<file path="src/rtl/afisaj_pkg.sv">
// Shared constants for the counter display: converter states, segment table, digit slots.
// Latency: n/a (package). Backpressure: none.
package afisaj_pkg;

    typedef enum logic [1:0] {
        ST_IDLE  = 2'd0,
        ST_SHIFT = 2'd1,
        ST_DONE  = 2'd2
    } conv_state_t;

    localparam logic [6:0] SEG_BLANK = 7'b1111111;

    // Active-low {g,f,e,d,c,b,a}; entry i is the pattern for decimal digit i.
    localparam logic [9:0][6:0] SEG_TABLE = {
        7'b0010000, 7'b0000000, 7'b1111000, 7'b0000010, 7'b0010010,
        7'b0011001, 7'b0110000, 7'b0100100, 7'b1111001, 7'b1000000
    };

    localparam logic [1:0] DIG_UNITS    = 2'd0;
    localparam logic [1:0] DIG_TENS     = 2'd1;
    localparam logic [1:0] DIG_HUNDREDS = 2'd2;
    localparam logic [1:0] DIG_OFF      = 2'd3;

    function automatic logic [6:0] seg_of(input logic [3:0] d);
        if (d > 4'd9)
            return SEG_BLANK;
        return SEG_TABLE[d];
    endfunction

    // One double-dabble step: correct every BCD nibble, then shift the whole register.
    function automatic logic [19:0] add3_shift(input logic [19:0] r);
        logic [19:0] t;
        t = r;
        for (int k = 0; k < 3; k++) begin
            if (t[8+4*k +: 4] >= 4'd5)
                t[8+4*k +: 4] = t[8+4*k +: 4] + 4'd3;
        end
        return {t[18:0], 1'b0};
    endfunction

endpackage

</file>
<file path="src/rtl/afisaj_7seg_if.sv">
// Counter value in, BCD result and multiplexed display pins out.
// Latency: n/a (interface). Backpressure: none, all signals free-running.
interface afisaj_7seg_if;
    logic [7:0]  q_in;
    logic [11:0] bcd;
    logic        conv_done;
    logic [3:0]  an;
    logic [6:0]  seg;
    logic        dp;

    modport master (output q_in, input bcd, conv_done, an, seg, dp);
    modport slave  (input q_in, output bcd, conv_done, an, seg, dp);
endinterface

</file>
<file path="src/rtl/afisaj_7seg_bin2bcd8.sv">
// Sequential 8-bit binary to 3-digit BCD converter, restarting every pass.
// Latency: 10 cycles sample-to-bcd, one pass per 10 cycles. Backpressure: none.
module bin2bcd8
    import afisaj_pkg::*;
(
    input  logic        CLK,
    input  logic        RST,
    input  logic [7:0]  q_in,
    output logic [11:0] bcd,
    output logic        conv_done
);

    conv_state_t state, state_nxt;
    logic [19:0] sr, sr_nxt;
    logic [2:0]  cnt, cnt_nxt;
    logic [11:0] bcd_nxt;
    logic        done_nxt;

    always_ff @(posedge CLK or posedge RST) begin
        if (RST) begin
            state     <= ST_IDLE;
            sr        <= '0;
            cnt       <= '0;
            bcd       <= '0;
            conv_done <= 1'b0;
        end else begin
            state     <= state_nxt;
            sr        <= sr_nxt;
            cnt       <= cnt_nxt;
            bcd       <= bcd_nxt;
            conv_done <= done_nxt;
        end
    end

    always_comb begin
        state_nxt = state;
        sr_nxt    = sr;
        cnt_nxt   = cnt;
        bcd_nxt   = bcd;
        done_nxt  = 1'b0;
        case (state)
            ST_IDLE: begin
                sr_nxt    = {12'd0, q_in};
                cnt_nxt   = 3'd0;
                state_nxt = ST_SHIFT;
            end
            ST_SHIFT: begin
                sr_nxt  = add3_shift(sr);
                cnt_nxt = cnt + 3'd1;
                if (cnt == 3'd7)
                    state_nxt = ST_DONE;
            end
            ST_DONE: begin
                bcd_nxt   = sr[19:8];
                done_nxt  = 1'b1;
                state_nxt = ST_IDLE;
            end
            default: state_nxt = ST_IDLE;
        endcase
    end

endmodule

</file>
<file path="src/rtl/afisaj_7seg.sv">
// Converts counter values to BCD and scans them onto a 4-digit common-anode display.
// Latency: bcd 10 cycles after sample, pins 1 cycle after digit change. Backpressure: none.
module afisaj_7seg
    import afisaj_pkg::*;
#(
    parameter int DIGIT_PERIOD = 50000
) (
    input  logic           CLK,
    input  logic           RST,
    afisaj_7seg_if.slave   io
);

    localparam int RW = $clog2(DIGIT_PERIOD);

    logic [11:0]   bcd_w;
    logic          done_w;
    logic [RW-1:0] rcnt;
    logic [1:0]    dig;
    logic [3:0]    an_r;
    logic [6:0]    seg_r, seg_nxt;

    bin2bcd8 u_conv (
        .CLK       (CLK),
        .RST       (RST),
        .q_in      (io.q_in),
        .bcd       (bcd_w),
        .conv_done (done_w)
    );

    // Leading zeros are blanked; units always shows, slot 3 is never lit with a digit.
    always_comb begin
        seg_nxt = SEG_BLANK;
        case (dig)
            DIG_UNITS:    seg_nxt = seg_of(bcd_w[3:0]);
            DIG_TENS:     if (bcd_w[11:4] != 8'd0) seg_nxt = seg_of(bcd_w[7:4]);
            DIG_HUNDREDS: if (bcd_w[11:8] != 4'd0) seg_nxt = seg_of(bcd_w[11:8]);
            default:      seg_nxt = SEG_BLANK;
        endcase
    end

    always_ff @(posedge CLK or posedge RST) begin
        if (RST) begin
            rcnt  <= '0;
            dig   <= DIG_UNITS;
            an_r  <= 4'b1110;
            seg_r <= SEG_TABLE[0];
        end else begin
            if (rcnt == RW'(DIGIT_PERIOD - 1)) begin
                rcnt <= '0;
                dig  <= dig + 2'd1;
            end else begin
                rcnt <= rcnt + RW'(1);
            end
            an_r  <= ~(4'b0001 << dig);
            seg_r <= seg_nxt;
        end
    end

    assign io.bcd       = bcd_w;
    assign io.conv_done = done_w;
    assign io.an        = an_r;
    assign io.seg       = seg_r;
    assign io.dp        = 1'b1;

endmodule

</file>
<file path="src/flat_wrapper.sv">
// flat-port wrapper written by rule: the top's interface ports become plain ports
module afisaj_7seg_flat import afisaj_pkg::*;
#(
    parameter int DIGIT_PERIOD = 50000
)
  (CLK, RST, io_q_in, io_bcd, io_conv_done, io_an, io_seg, io_dp);
  afisaj_7seg_if io_i ();
  input  logic CLK;
  input  logic RST;
  input wire logic [$bits(io_i.q_in)-1:0] io_q_in;
  output wire logic [$bits(io_i.bcd)-1:0] io_bcd;
  output wire logic [$bits(io_i.conv_done)-1:0] io_conv_done;
  output wire logic [$bits(io_i.an)-1:0] io_an;
  output wire logic [$bits(io_i.seg)-1:0] io_seg;
  output wire logic [$bits(io_i.dp)-1:0] io_dp;
  assign io_i.q_in = io_q_in;
  assign io_bcd = io_i.bcd;
  assign io_conv_done = io_i.conv_done;
  assign io_an = io_i.an;
  assign io_seg = io_i.seg;
  assign io_dp = io_i.dp;
  afisaj_7seg #(.DIGIT_PERIOD(DIGIT_PERIOD)) u_core (.CLK(CLK), .RST(RST), .io(io_i));
endmodule
</file>
<file path="config.mk">
export PLATFORM = sky130hd
export DESIGN_NAME = afisaj_7seg_flat
export DESIGN_NICKNAME = d
export VERILOG_FILES = /design/src/rtl/afisaj_pkg.sv /design/src/rtl/afisaj_7seg_if.sv /design/src/rtl/afisaj_7seg_bin2bcd8.sv /design/src/rtl/afisaj_7seg.sv /design/src/flat_wrapper.sv
export SDC_FILE = /design/constraint.sdc
export NUM_CORES = 1
export LEC_CHECK = 0
export CAP_MARGIN = 20
export CELL_PAD_IN_SITES_DETAIL_PLACEMENT = 1
export CELL_PAD_IN_SITES_GLOBAL_PLACEMENT = 2
export CORE_ASPECT_RATIO = 2
export CORE_MARGIN = 1.5
export CORE_UTILIZATION = 37
export CTS_CLUSTER_SIZE = 40
export DETAILED_ROUTE_END_ITERATION = 8
export GPL_ROUTABILITY_DRIVEN = 0
export GPL_TIMING_DRIVEN = 0
export PLACE_DENSITY_LB_ADDON = 0.05
export SKIP_CTS_REPAIR_TIMING = 1
export SYNTH_ARGS = -nofsm -noshare
export SYNTH_HDL_FRONTEND = slang
export SYNTH_HIERARCHICAL = 1
export SYNTH_SLANG_ARGS = --single-unit
</file>
<file path="constraint.sdc">
create_clock -name CLK -period 2.2 [get_ports CLK]
set_input_delay 0.44 -clock CLK [delete_from_list [all_inputs] [get_ports CLK]]
set_output_delay 0.44 -clock CLK [all_outputs]
set_load 0.05 [all_outputs]
</file>
**After elaboration in Yosys (flattened, before gate mapping)**

Memories as Yosys holds them, arrays and structs flattened.
Index checks and enable logic that the tools add are counted.

- Bits in registers: 67
- ROM bits: 336
- Bits of input ports: 10
- Output and inout bits: 25
- Logic and storage cells: 70
- Memories: 3

- Add/sub/neg operators: 6
- $lt $le $gt $ge: 9
- Equal/unequal tests: 7
- Shift-type cells: 1
- Muxes and demuxes: 29
- Bitwise gates (word level): 1
- Reduce and logical (&&, ||, !) cells: 5

Memory list:

| name | words | bits a word | read ports | clocked after Yosys merged registers in | write ports | line | source |
|---|---|---|---|---|---|---|---|
| (no name shown) | 16 | 7 | 1 | 0 | 0 | afisaj_pkg.sv:27 | `return SEG_TABLE[d];` |
| (no name shown) | 16 | 7 | 1 | 0 | 0 | afisaj_pkg.sv:27 |  |
| (no name shown) | 16 | 7 | 1 | 0 | 0 | afisaj_pkg.sv:27 |  |

Operators with widths:

| operator | count |
|---|---|
| 7-bit 2-to-1 mux | 11 |
| 20-bit case mux with 2 select lines | 1 |
| 7-bit case mux with 3 select lines | 1 |
| 16-bit by 1-bit adder with 16-bit output (second input constant) | 1 |
| 16-bit equality test (second input constant) | 1 |
| 16-bit 2-to-1 mux | 1 |
| 4-bit by 5-bit < comparator with 1-bit output (second input constant) | 3 |
| 4-bit by 3-bit >= comparator with 1-bit output (second input constant) | 3 |
| 4-bit > comparator (second input constant) | 3 |
| 1-bit 2-to-1 mux | 9 |
| 4-bit by 2-bit adder with 4-bit output (second input constant) | 2 |
| 4-bit 2-to-1 mux | 2 |
| 8-bit nonzero test | 1 |
| 3-bit case mux with 2 select lines | 1 |
| 2-bit by 1-bit equality test with 1-bit output (second input constant) | 2 |
| 2-bit equality test (second input constant) | 2 |
| 2-bit logical NOT | 2 |
| 4-bit NOT | 1 |
| 2-bit case mux with 2 select lines | 1 |
| 4-bit nonzero test | 1 |
| 1-bit by 2-bit << shifter with 4-bit output (first input constant) | 1 |
| 3-bit by 1-bit adder with 3-bit output (second input constant) | 1 |
| 3-bit by 2-bit adder with 3-bit output (second input constant) | 1 |
| 3-bit equality test (second input constant) | 1 |
| other kinds (5) | 5 |

**Logic depth before layout (Yosys ltp)**

Gate-level depths: netlist (run 1).

- Depth in word-level cells: 7
- Depth in mapped cells: 6
- Depth with buffers taken out: 6

**By module**

Netlist (run 1), hierarchy kept.

Modules (own cells, without submodules):

| module | instances | cells an instance | area an instance (µm²) | seq. area each (µm²) |
|---|---|---|---|---|
| afisaj_7seg | 1 | 202 | 1883.1 | 730.7 |
| bin2bcd8 | 1 | 167 | 1796.7 | 950.9 |

**Least setup slack after synthesis (run 1)**

No wires, ideal clock.

- Path type: flip-flop to flip-flop
- Start: reg u_core.u_conv.bcd[8]
- End: reg u_core.seg_r[4] (netlist: u_core/io.seg[4])
- Library setup time: 140 ps
- Arrival time: 1965 ps
- Data required time: 2060 ps
- Path slack: 94 ps
- Stages on the path, launching flop included: 7
- Buffers on the path: 0
- Cell sequence: dfrtp_1 > inv_1 > ha_1 > and4bb_1 > a221o_1 > o21ai_1 > o2111ai_1

- Longest elaborated chain between the ends: 7

RTL lines:

| item | line | source |
|---|---|---|
| start: declaration | afisaj_7seg_bin2bcd8.sv:9 | `output logic [11:0] bcd,` |
| start signal: assignment | afisaj_7seg_bin2bcd8.sv:30 | `bcd <= bcd_nxt;` |
| 4-bit > comparator | afisaj_pkg.sv:25 | `if (d > 4'd9)` |
| 1-bit 2-to-1 mux | afisaj_pkg.sv:25 |  |
| 1-bit 2-to-1 mux | afisaj_7seg.sv:36 | `DIG_HUNDREDS: if (bcd_w[11:8] != 4'd0) seg_nxt = seg_of(bcd_w[11:8]);` |
| 1-bit 2-to-1 mux | afisaj_7seg.sv:33 | `case (dig)` |
| 7-bit 2-to-1 mux | afisaj_pkg.sv:27 |  |
| 7-bit 2-to-1 mux | afisaj_7seg.sv:36 |  |
| 7-bit case mux with 3 select lines * | afisaj_7seg.sv:33 |  |
| net u_core.seg_nxt[4] | afisaj_7seg.sv:20 | `logic [6:0] seg_r, seg_nxt;` |
| end signal: assignment | afisaj_7seg.sv:46 | `seg_r <= SEG_TABLE[0];` |
| end signal: assignment | afisaj_7seg.sv:55 | `seg_r <= seg_nxt;` |
| end: declaration | afisaj_7seg.sv:20 |  |

Mark *: on every way through the listed nets, which the timed path passes. The rest lies on a longest branch. The select of a mux whose other input is x is not followed.
A chain may end at the register's enable or synchronous reset.

**Worst setup path after layout (run 1)**

- Start: reg u_core.u_conv.bcd[0]
- End: out io_bcd[0]

RTL lines:

| item | line | source |
|---|---|---|
| end: declaration | flat_wrapper.sv:11 | `output wire logic [$bits(io_i.bcd)-1:0] io_bcd;` |

No word-level cell between the ends.

==> results.toml, run 1 <==
[status]
status = "finished clean"

[logic_synthesis]
synth-async-reset-ratio_pct = 100
ys_seq_elements = 67
postSynthCellCount = 369
netlist_top_cells_area = "sky130_fd_sc_hd__dfrtp_1, sky130_fd_sc_hd__ha_1, sky130_fd_sc_hd__o21ai_0"
synth_sequential_area_ratio_pct = 45.7
yosys.cell_types.count = 47
syn_area_um2 = 3680
mappedNetlistNets = 408
synth_top_flop_cell = "sky130_fd_sc_hd__dfrtp_1"
synth-edff-count = 0
synth.avg_cell_area_um2 = 9.97
area_share_of_the_largest_cell_type_after_synthesis_pct = 42.8
yosys_warnings = 6
synth_largest_area_cell = "sky130_fd_sc_hd__dfrtp_1"

[clocking]
clock_slew_seen_by_the_registers_of_the_worst_setup_and_hold_paths_ps = 50
tritoncts = "done"
ctsHtreeMaxLevel = 3
tritoncts_num_sinks = 67
clock_tree.buffer_depth = 2
total_clock_buffers_created_by_cts = 9
clk-insertion-delay-late_ps = 330
clk_root_buffer_cell = "sky130_fd_sc_hd__clkbuf_16"

[cells_and_area]
fillerInstances = 1113
layout-drive-gt1-share_pct = 11.3
flow.area_growth_from_synthesis_pct = 21.8
antenna_cells = 0
finish.instance_area_um2 = 4480
nets = 453
instances_no_fill = 549

[detailed_routing]
drt-initial-drc-count = 76
post_drt_via_cell_ratio = 5.06
firstDrtPassIters = 4
route.antenna.remaining_nets = 0
drc = 0
routedWlPerCell_um = 16.4
route.vias.total = 2779
wirelength_um = 9020

[setup_path]
timing.rr.start = "u_core/u_conv/bcd[9]"
crit_path_top_delay_cell = "sky130_fd_sc_hd__clkdlybuf4s50_1"
reg2reg_setup_slack_ps = 190
critPathCaptureType = "output port"
crit_path_kind = "reg2out"
critPathMaxStageDelay_ps = 850
worst_setup_path_endpoint = "io_bcd[0]"
cp.arrival_ps = 1670
required_time_of_the_worst_setup_path_ps = 1760
critical_path_peak_fanout = 7
cp_cell_sequence = "clkdlybuf4s50_1"
r2r-end = "u_core/io.seg[2]"
worst_path_dominant_cell_family = "buffers and inverters"
startpoint_type = "register"
source_of_the_critical_timing_path = "u_core/u_conv/bcd[0]"
ff2ff_path_depth = 6
path_buf_inv = 1
path_depth = 1

[timing]
final_worst_path_cycle_share_pct = 95.7
timing.fmax_mhz = 475
fin_ws_ps = 94.8
clock-skew-final_ps = 8.28
fin_crit_ps = 2110
report.final.setup_viol = 0
report.final.hold_viol_count = 0
worst_slew_margin_pct = 45.2
slew_at_the_pin_closest_to_its_max_slew_limit_ps = 821
final_max_slew_viol_count = 0
setup_repair_after_global_routing_missed_its_margin = "false"

[grt]
groute.usage.overall_pct = 19.1
first_global_vias = 3032
grt_overflow_total = 0
maximum_number_of_pins_on_one_net_before_global_route_repair = 39
grt_antenna_before_repair = 0
grt_first_pass_wirelength_um = 15200

[floorplan]
pin_count = 35
fp.coreArea_um2 = 9700
placement_rows = 51
design.die.area_um2 = 10600
chipHeight_um = 144
die_w_um = 73.5
start_util_pct = 37.9

[placement]
post-dp-hpwl_um = 7060
placedInstanceArea_um2 = 4200
dp.cells = 535
place_ws_ps = 44.6
place.port_buffers = 33

[power_and_ir_drop]
total_power_mw = 5.03
peakVddDrop_mv = 0.538
power_density_nw_per_um2 = 1120
total_leakage_power_nw = 2.02

[hold_path]
worst_hold_path_type = "in2async"

[flow_run]
drv.max_cap_violation_count = 0
==> routing by layer <==
layer  GRT usage [%]  vias to the layer above  part of all wire [%]
met5               0                        -                     0
met1            18.9                     1371                    36
met4            8.48                        0                   2.5
met3            3.34                       15                   2.1
li1                -                     1352                     -
met2            36.9                       41                    60
==> area by class of cell <==
type	instances	area, µm²	share of cell area [%]
Clock buffer	11	253	5.64
Tap cell	132	165	3.69
Buffer	14	91.3	2.04
Sequential cell	67	1680	37.6
Timing Repair Buffer	34	363	8.10
Multi-Input combinational cell	261	1810	40.4
Clock inverter	3	15.0	0.335
Inverter	27	101	2.26
==> cells in the mapped netlist (all sizes together) (2+ instances only) <==
library cell and instances:
nand3 14, mux2i 9, nor2 23, nor3 12
nand2 33, clkbuf 3, a21oi 15, a31oi 2
a22o 6, xor2 6, nand4 5, nor2b 7
dfstp 4, inv 27, xnor2 12, nor3b 3
o21a 2, o221ai 2, nand2b 12, and2 2
o21ai 38, buf 11, ha 29, o2111ai 4
nor4 4, dfrtp 63, mux2 7, o31a 3
==> placed cells by master, fill, tap and decap left out, types with 8 or more instances in the layout <==
master                            instances
sky130_fd_sc_hd__a21oi_1                 12
sky130_fd_sc_hd__nand2_1                 33
sky130_fd_sc_hd__ha_1                    29
sky130_fd_sc_hd__inv_1                   26
sky130_fd_sc_hd__o21ai_0                 30
sky130_fd_sc_hd__clkbuf_16                9
sky130_fd_sc_hd__clkdlybuf4s50_1         31
sky130_fd_sc_hd__o21ai_1                  8
sky130_fd_sc_hd__nor3_1                  11
sky130_fd_sc_hd__nand3_1                 14
sky130_fd_sc_hd__nand2b_1                10
sky130_fd_sc_hd__mux2i_1                  9
sky130_fd_sc_hd__dfrtp_1                 62
sky130_fd_sc_hd__xnor2_1                 12
sky130_fd_sc_hd__nor2_1                  23
==> logic make-up (layout without fill, tap and decap cells) <==
logic type	Yosys count	after routing	synth area share, %
and+or+nand+nor	120	120	16.7
DFF	67	67	45.7
adders and majority gates	29	29	9.86
buffers and inverters	41	89	5.24
muxes	16	16	5.20
other	1	1	0.102
xor gates and xnor gates	18	18	4.28
AOI/OAI and AO/OA	77	77	12.9
==> where the power goes <==
group | switching, mW | internal, mW
registers | 0.230 | 1.45
logic | 1.26 | 0.795
clock network | 0.490 | 0.803
total | 1.98 | 3.05
==> how the worst min path moves through the flow <==
stage                        startpoint                   to  slack, ps  depth (start not counted)
floorplan           u_core/u_conv/sr[1]  u_core/u_conv/sr[1]        450                          2
global placement    u_core/u_conv/sr[7]  u_core/u_conv/sr[7]        470                          2
detailed placement  u_core/u_conv/sr[7]  u_core/u_conv/sr[7]        470                          2
CTS                                 RST      u_core/io.an[0]        440                          2
global route                        RST      u_core/io.an[0]        470                          2
finish                              RST      u_core/io.an[0]        430                          2
==> metrics by stage <==
stage,hold WS (ps),setup TNS (ps),util [%]
finish,434,0,46.2
CTS,436,0,46.1
global placement,465,-2780,43.0
detailed placement,470,0,43.3
global route,466,0,46.2
floorplan,450,0,-
==> flip-flops by register name (all words and copies together), names as in the netlist <==
register	cells
u_core/dig	2
u_core/io.an	4
u_core/u_conv/cnt	3
u_core/u_conv/bcd	12
u_core/io.seg	7
u_core/rcnt	16
u_core/u_conv/sr	20
u_core/u_conv/state	2
u_core/u_conv/conv_done	1
Power figures use the tool's default switching activity.
==> run 2: changes to the inputs <==
Settings changed: CORE_UTILIZATION 37 to 33.
Clock period 2.2 ns to 1.83 ns, I/O delays scaled along.
==> results.toml, run 2 (synthesis results as in run 1) <==
[grt]
groute.usage.overall_pct = 17.3
grt_first_pass_wirelength_um = 15600
maximum_number_of_pins_on_one_net_before_global_route_repair = 39
grt_overflow_total = 0
grt_antenna_before_repair = 0
first_global_vias = 3015

[setup_path]
r2r-end = "u_core/io.seg[0]"
required_time_of_the_worst_setup_path_ps = 1460
critPathMaxStageDelay_ps = 790
reg2reg_setup_slack_ps = 70
cp_cell_sequence = "clkdlybuf4s50_1"
ff2ff_path_depth = 7
worst_path_dominant_cell_family = "buffers and inverters"
path_buf_inv = 1
crit_path_kind = "reg2out"
crit_path_top_delay_cell = "sky130_fd_sc_hd__clkdlybuf4s50_1"
critPathCaptureType = "output port"
startpoint_type = "register"
cp.arrival_ps = 1430
critical_path_peak_fanout = 1
timing.rr.start = "u_core/u_conv/bcd[0]"

[power_and_ir_drop]
peakVddDrop_mv = 0.577
total_power_mw = 6.51
total_leakage_power_nw = 2.30
power_density_nw_per_um2 = 1360

[clocking]
tritoncts = "done"
clk_root_buffer_cell = "sky130_fd_sc_hd__clkbuf_16"
tritoncts_num_sinks = 67
clock_slew_seen_by_the_registers_of_the_worst_setup_and_hold_paths_ps = 60
ctsHtreeMaxLevel = 3
clk-insertion-delay-late_ps = 340
total_clock_buffers_created_by_cts = 9
clock_tree.buffer_depth = 2

[floorplan]
chipHeight_um = 152
design.die.area_um2 = 11800
pin_count = 35
fp.coreArea_um2 = 10900
start_util_pct = 33.8
placement_rows = 54
die_w_um = 77.7

[hold_path]
worst_hold_path_type = "in2async"

[detailed_routing]
wirelength_um = 9690
drc = 0
firstDrtPassIters = 4
post_drt_via_cell_ratio = 5.00
route.vias.total = 2858
route.antenna.remaining_nets = 0
drt-initial-drc-count = 90
routedWlPerCell_um = 16.9

[placement]
post-dp-hpwl_um = 7240
place.port_buffers = 33

[timing]
worst_slew_margin_pct = 42.9
fin_crit_ps = 1790
setup_repair_after_global_routing_missed_its_margin = "true"
clock-skew-final_ps = 10.3
final_max_slew_viol_count = 0
slew_at_the_pin_closest_to_its_max_slew_limit_ps = 856
final_worst_path_cycle_share_pct = 98.0
fin_worst_hold_slack_ps = 380
timing.fmax_mhz = 558
report.final.hold_viol_count = 0
report.final.setup_viol = 0

[cells_and_area]
mostFrequentLayoutCell = "sky130_fd_sc_hd__dfrtp_1"
layout.area.seq_um2 = 1690
leading_cell_types_in_the_layout_fill_and_taps_excluded = "sky130_fd_sc_hd__dfrtp_1, sky130_fd_sc_hd__nand2_1, sky130_fd_sc_hd__o21ai_0"
multi_input_comb_area_um2 = 1910
regMostFlops = "u_core/u_conv/sr"
flow.area_growth_from_synthesis_pct = 29.9
antenna_cells = 0
fillerInstances = 1231
nets = 466
largest_reg_flops = 20
reg.largest.list = "u_core/u_conv/sr: 20 flops, u_core/rcnt: 16 flops, u_core/u_conv/bcd: 12 flops"
layout-drive-gt1-share_pct = 19.9

[status]
status = "finished clean"

[flow_run]
drv.max_cap_violation_count = 0
## run 2: worst max path at each step
stage	start	end	depth (start not counted)
2_1_floorplan	u_core/u_conv/bcd[1]	u_core/io.seg[0]	6
3_3_place_gp	RST	u_core/u_conv/bcd[8]	2
3_5_place_dp	u_core/u_conv/bcd[1]	u_core/io.seg[0]	6
4_1_cts	u_core/u_conv/bcd[11]	io_bcd[11]	1
5_1_grt	u_core/u_conv/bcd[9]	u_core/io.seg[1]	6
6_report	u_core/io.seg[2]	io_seg[2]	1
## run 2: area by class of cell
type	instances	area share (%)
multi-input combinational	261	40.0
timing repair buffer	47	10.7
tap	140	3.66
clock inverter	3	0.445
sequential	67	35.3
inverter	27	2.23
buffer	14	1.91
clock buffer	13	5.65
## run 2: where the power goes
part	leakage [nW]	total [mW]	switching [mW]	internal (mW)
logic	1.31	2.81	1.65	1.16
registers	0.851	2.03	0.283	1.75
clock network	0.142	1.67	0.639	1.03
## run 2: layer usage
metal	global-route usage (%)	vias to the layer above	part of all wire (%)
met5	0	-	0
met3	3.17	13	2.4
met1	17.3	1420	37
li1	-	1383	-
met4	7.62	0	2.1
met2	33.4	42	59
## run 2: worst register-to-register path, stage by stage, from the launching register on
cell                       delay (ps)
sky130_fd_sc_hd__dfrtp_2          440
sky130_fd_sc_hd__buf_4            160
sky130_fd_sc_hd__inv_4             60
sky130_fd_sc_hd__ha_4             130
sky130_fd_sc_hd__o21bai_2          80
sky130_fd_sc_hd__a22o_1           230
sky130_fd_sc_hd__a21o_1           150
sky130_fd_sc_hd__a2111o_1         370
## run 2: metrics by stage
stage	setup WS, ps	TNS, ps	cell area (µm²)	utilization (%)	std cells
global route	-19.3	-51.0	4780	43.9	572
detailed placement	-63.3	-126	4220	38.8	543
floorplan	9.22	0	3690	-	369
global placement	-561	-17000	4200	38.6	542
CTS	-323	-3020	4510	41.5	559
finish	36.9	0	4780	43.9	572
==> run 3: changes to the inputs <==
Settings changed: CORE_UTILIZATION 33 to 37, DONT_BUFFER_PORTS set to 1.
==> results.toml, run 3 (synthesis results as in run 1) <==
[status]
status = "finished, violations left"
failed_checks = "negative setup slack"

[cells_and_area]
flow.area_growth_from_synthesis_pct = 18.1
leading_cell_types_in_the_layout_fill_and_taps_excluded = "sky130_fd_sc_hd__dfrtp_1, sky130_fd_sc_hd__nand2_1, sky130_fd_sc_hd__o21ai_0"
layout-drive-gt1-share_pct = 20.3
antenna_cells = 0
mostFrequentLayoutCell = "sky130_fd_sc_hd__dfrtp_1"
largest_reg_flops = 20
finish.instance_area_um2 = 4350
reg.largest.list = "u_core/u_conv/sr: 20 flops, u_core/rcnt: 16 flops, u_core/u_conv/bcd: 12 flops"
final_core_util_pct = 44.8
regMostFlops = "u_core/u_conv/sr"
fillerInstances = 1089
nets = 424

[setup_path]
crit_path_top_delay_cell = "sky130_fd_sc_hd__dfrtp_4"
cp_cell_sequence = "inv_4 -> ha_4 -> and4bb_1 -> a221o_2 -> a21oi_4 -> o2111ai_2"
reg2reg_setup_slack_ps = -130
path_buf_inv = 1
required_time_of_the_worst_setup_path_ps = 2010
critPathMaxStageDelay_ps = 580
cp.arrival_ps = 2150
crit_path_kind = "reg2reg"
critical_path_peak_fanout = 7
startpoint_type = "register"
critPathCaptureType = "register"
worst_path_dominant_cell_family = "compound AO/OA/AOI/OAI gates"

[detailed_routing]
route.vias.total = 2674
drc = 0
firstDrtPassIters = 4
drt-initial-drc-count = 99
wirelength_um = 8780
routedWlPerCell_um = 16.8
post_drt_via_cell_ratio = 5.12
route.antenna.remaining_nets = 0

[placement]
place_ws_ps = -334
placedInstanceArea_um2 = 3880
place.port_buffers = 0
post-dp-hpwl_um = 6760

[floorplan]
chipHeight_um = 144
design.die.area_um2 = 10600
placement_rows = 51
start_util_pct = 37.9
pin_count = 35
die_w_um = 73.5
fp.coreArea_um2 = 9700

[clocking]
clk-insertion-delay-late_ps = 330
tritoncts_num_sinks = 67
clock_tree.buffer_depth = 2
clk_root_buffer_cell = "sky130_fd_sc_hd__clkbuf_16"
tritoncts = "done"
total_clock_buffers_created_by_cts = 9
ctsHtreeMaxLevel = 3
clock_slew_seen_by_the_registers_of_the_worst_setup_and_hold_paths_ps = 60

[timing]
slew_at_the_pin_closest_to_its_max_slew_limit_ps = 830
report.final.setup_viol = 7
final_worst_path_cycle_share_pct = 107
setup_repair_after_global_routing_missed_its_margin = "true"
fin_ws_ps = -134
worst_slew_margin_pct = 44.6
clock-skew-final_ps = 6.83
fin_crit_ps = 1960
timing.fmax_mhz = 509
final_max_slew_viol_count = 0
setup_total_negative_slack_ps = -640
report.final.hold_viol_count = 0

[power_and_ir_drop]
power_density_nw_per_um2 = 1440
total_leakage_power_nw = 1.88
peakVddDrop_mv = 0.814
total_power_mw = 6.27

[grt]
maximum_number_of_pins_on_one_net_before_global_route_repair = 39
grt_antenna_before_repair = 0
grt_overflow_total = 0
first_global_vias = 2891
grt_first_pass_wirelength_um = 14800
groute.usage.overall_pct = 18.7

[flow_run]
drv.max_cap_violation_count = 0

[hold_path]
worst_hold_path_type = "in2async"
==> run 3: layout make-up <==
cell class / count / area (µm²) / share of cell area [%]
multi-input combinational: 261 / 1890 / 43.4
sequential: 67 / 1710 / 39.3
clock buffer: 9 / 225 / 5.18
tap: 132 / 165 / 3.80
inverter: 27 / 116 / 2.68
clock inverter: 7 / 92.6 / 2.13
buffer: 14 / 91.3 / 2.10
timing repair buffer: 5 / 60.1 / 1.38
==> run 3: layer usage <==
layer,part of all wire (%),track usage (%)
met1,36,18.7
met2,58,34.8
met3,3.5,5.37
met4,2.3,7.70
met5,0,0
==> run 3: worst paths after layout <==
check	from	end	depth (start not counted)
setup / recovery	u_core/u_conv/bcd[8]	u_core/io.seg[2]	6
setup reg to reg	u_core/u_conv/bcd[8]	u_core/io.seg[2]	6
hold reg to reg	u_core/u_conv/sr[7]	u_core/u_conv/sr[7]	2
max in group asynchronous	RST	u_core/io.an[2]	3
min in group CLK	io_q_in[0]	u_core/u_conv/sr[0]	1
hold / removal	RST	u_core/u_conv/sr[8]	1
==> run 3: power by group <==
part	leakage (nW)	switching (mW)	total, mW	internal (mW)
Sequential	0.845	0.905	2.68	1.77
Combinational	0.892	0.952	1.76	0.808
Clock	0.147	0.640	1.83	1.19
Total	1.88	2.50	6.27	3.77
==> run 3: worst register-to-register path, delay by kind of cell (launching register included) <==
| family | cells | cell delay (ps) |
|---|---|---|
| compound gates | 3 | 770 |
| buf+inv | 1 | 80 |
| flops | 1 | 580 |
| fa+ha+maj | 1 | 170 |
| simple gates | 1 | 220 |
==> run 3: per-stage QoR <==
stage | hold slack (ps) | instances
6_report | 74.7 | 522
5_1_grt | 141 | 522
4_1_cts | -110 | 518
3_5_place_dp | 248 | 502
3_3_place_gp | 465 | 501
2_1_floorplan | 441 | 369
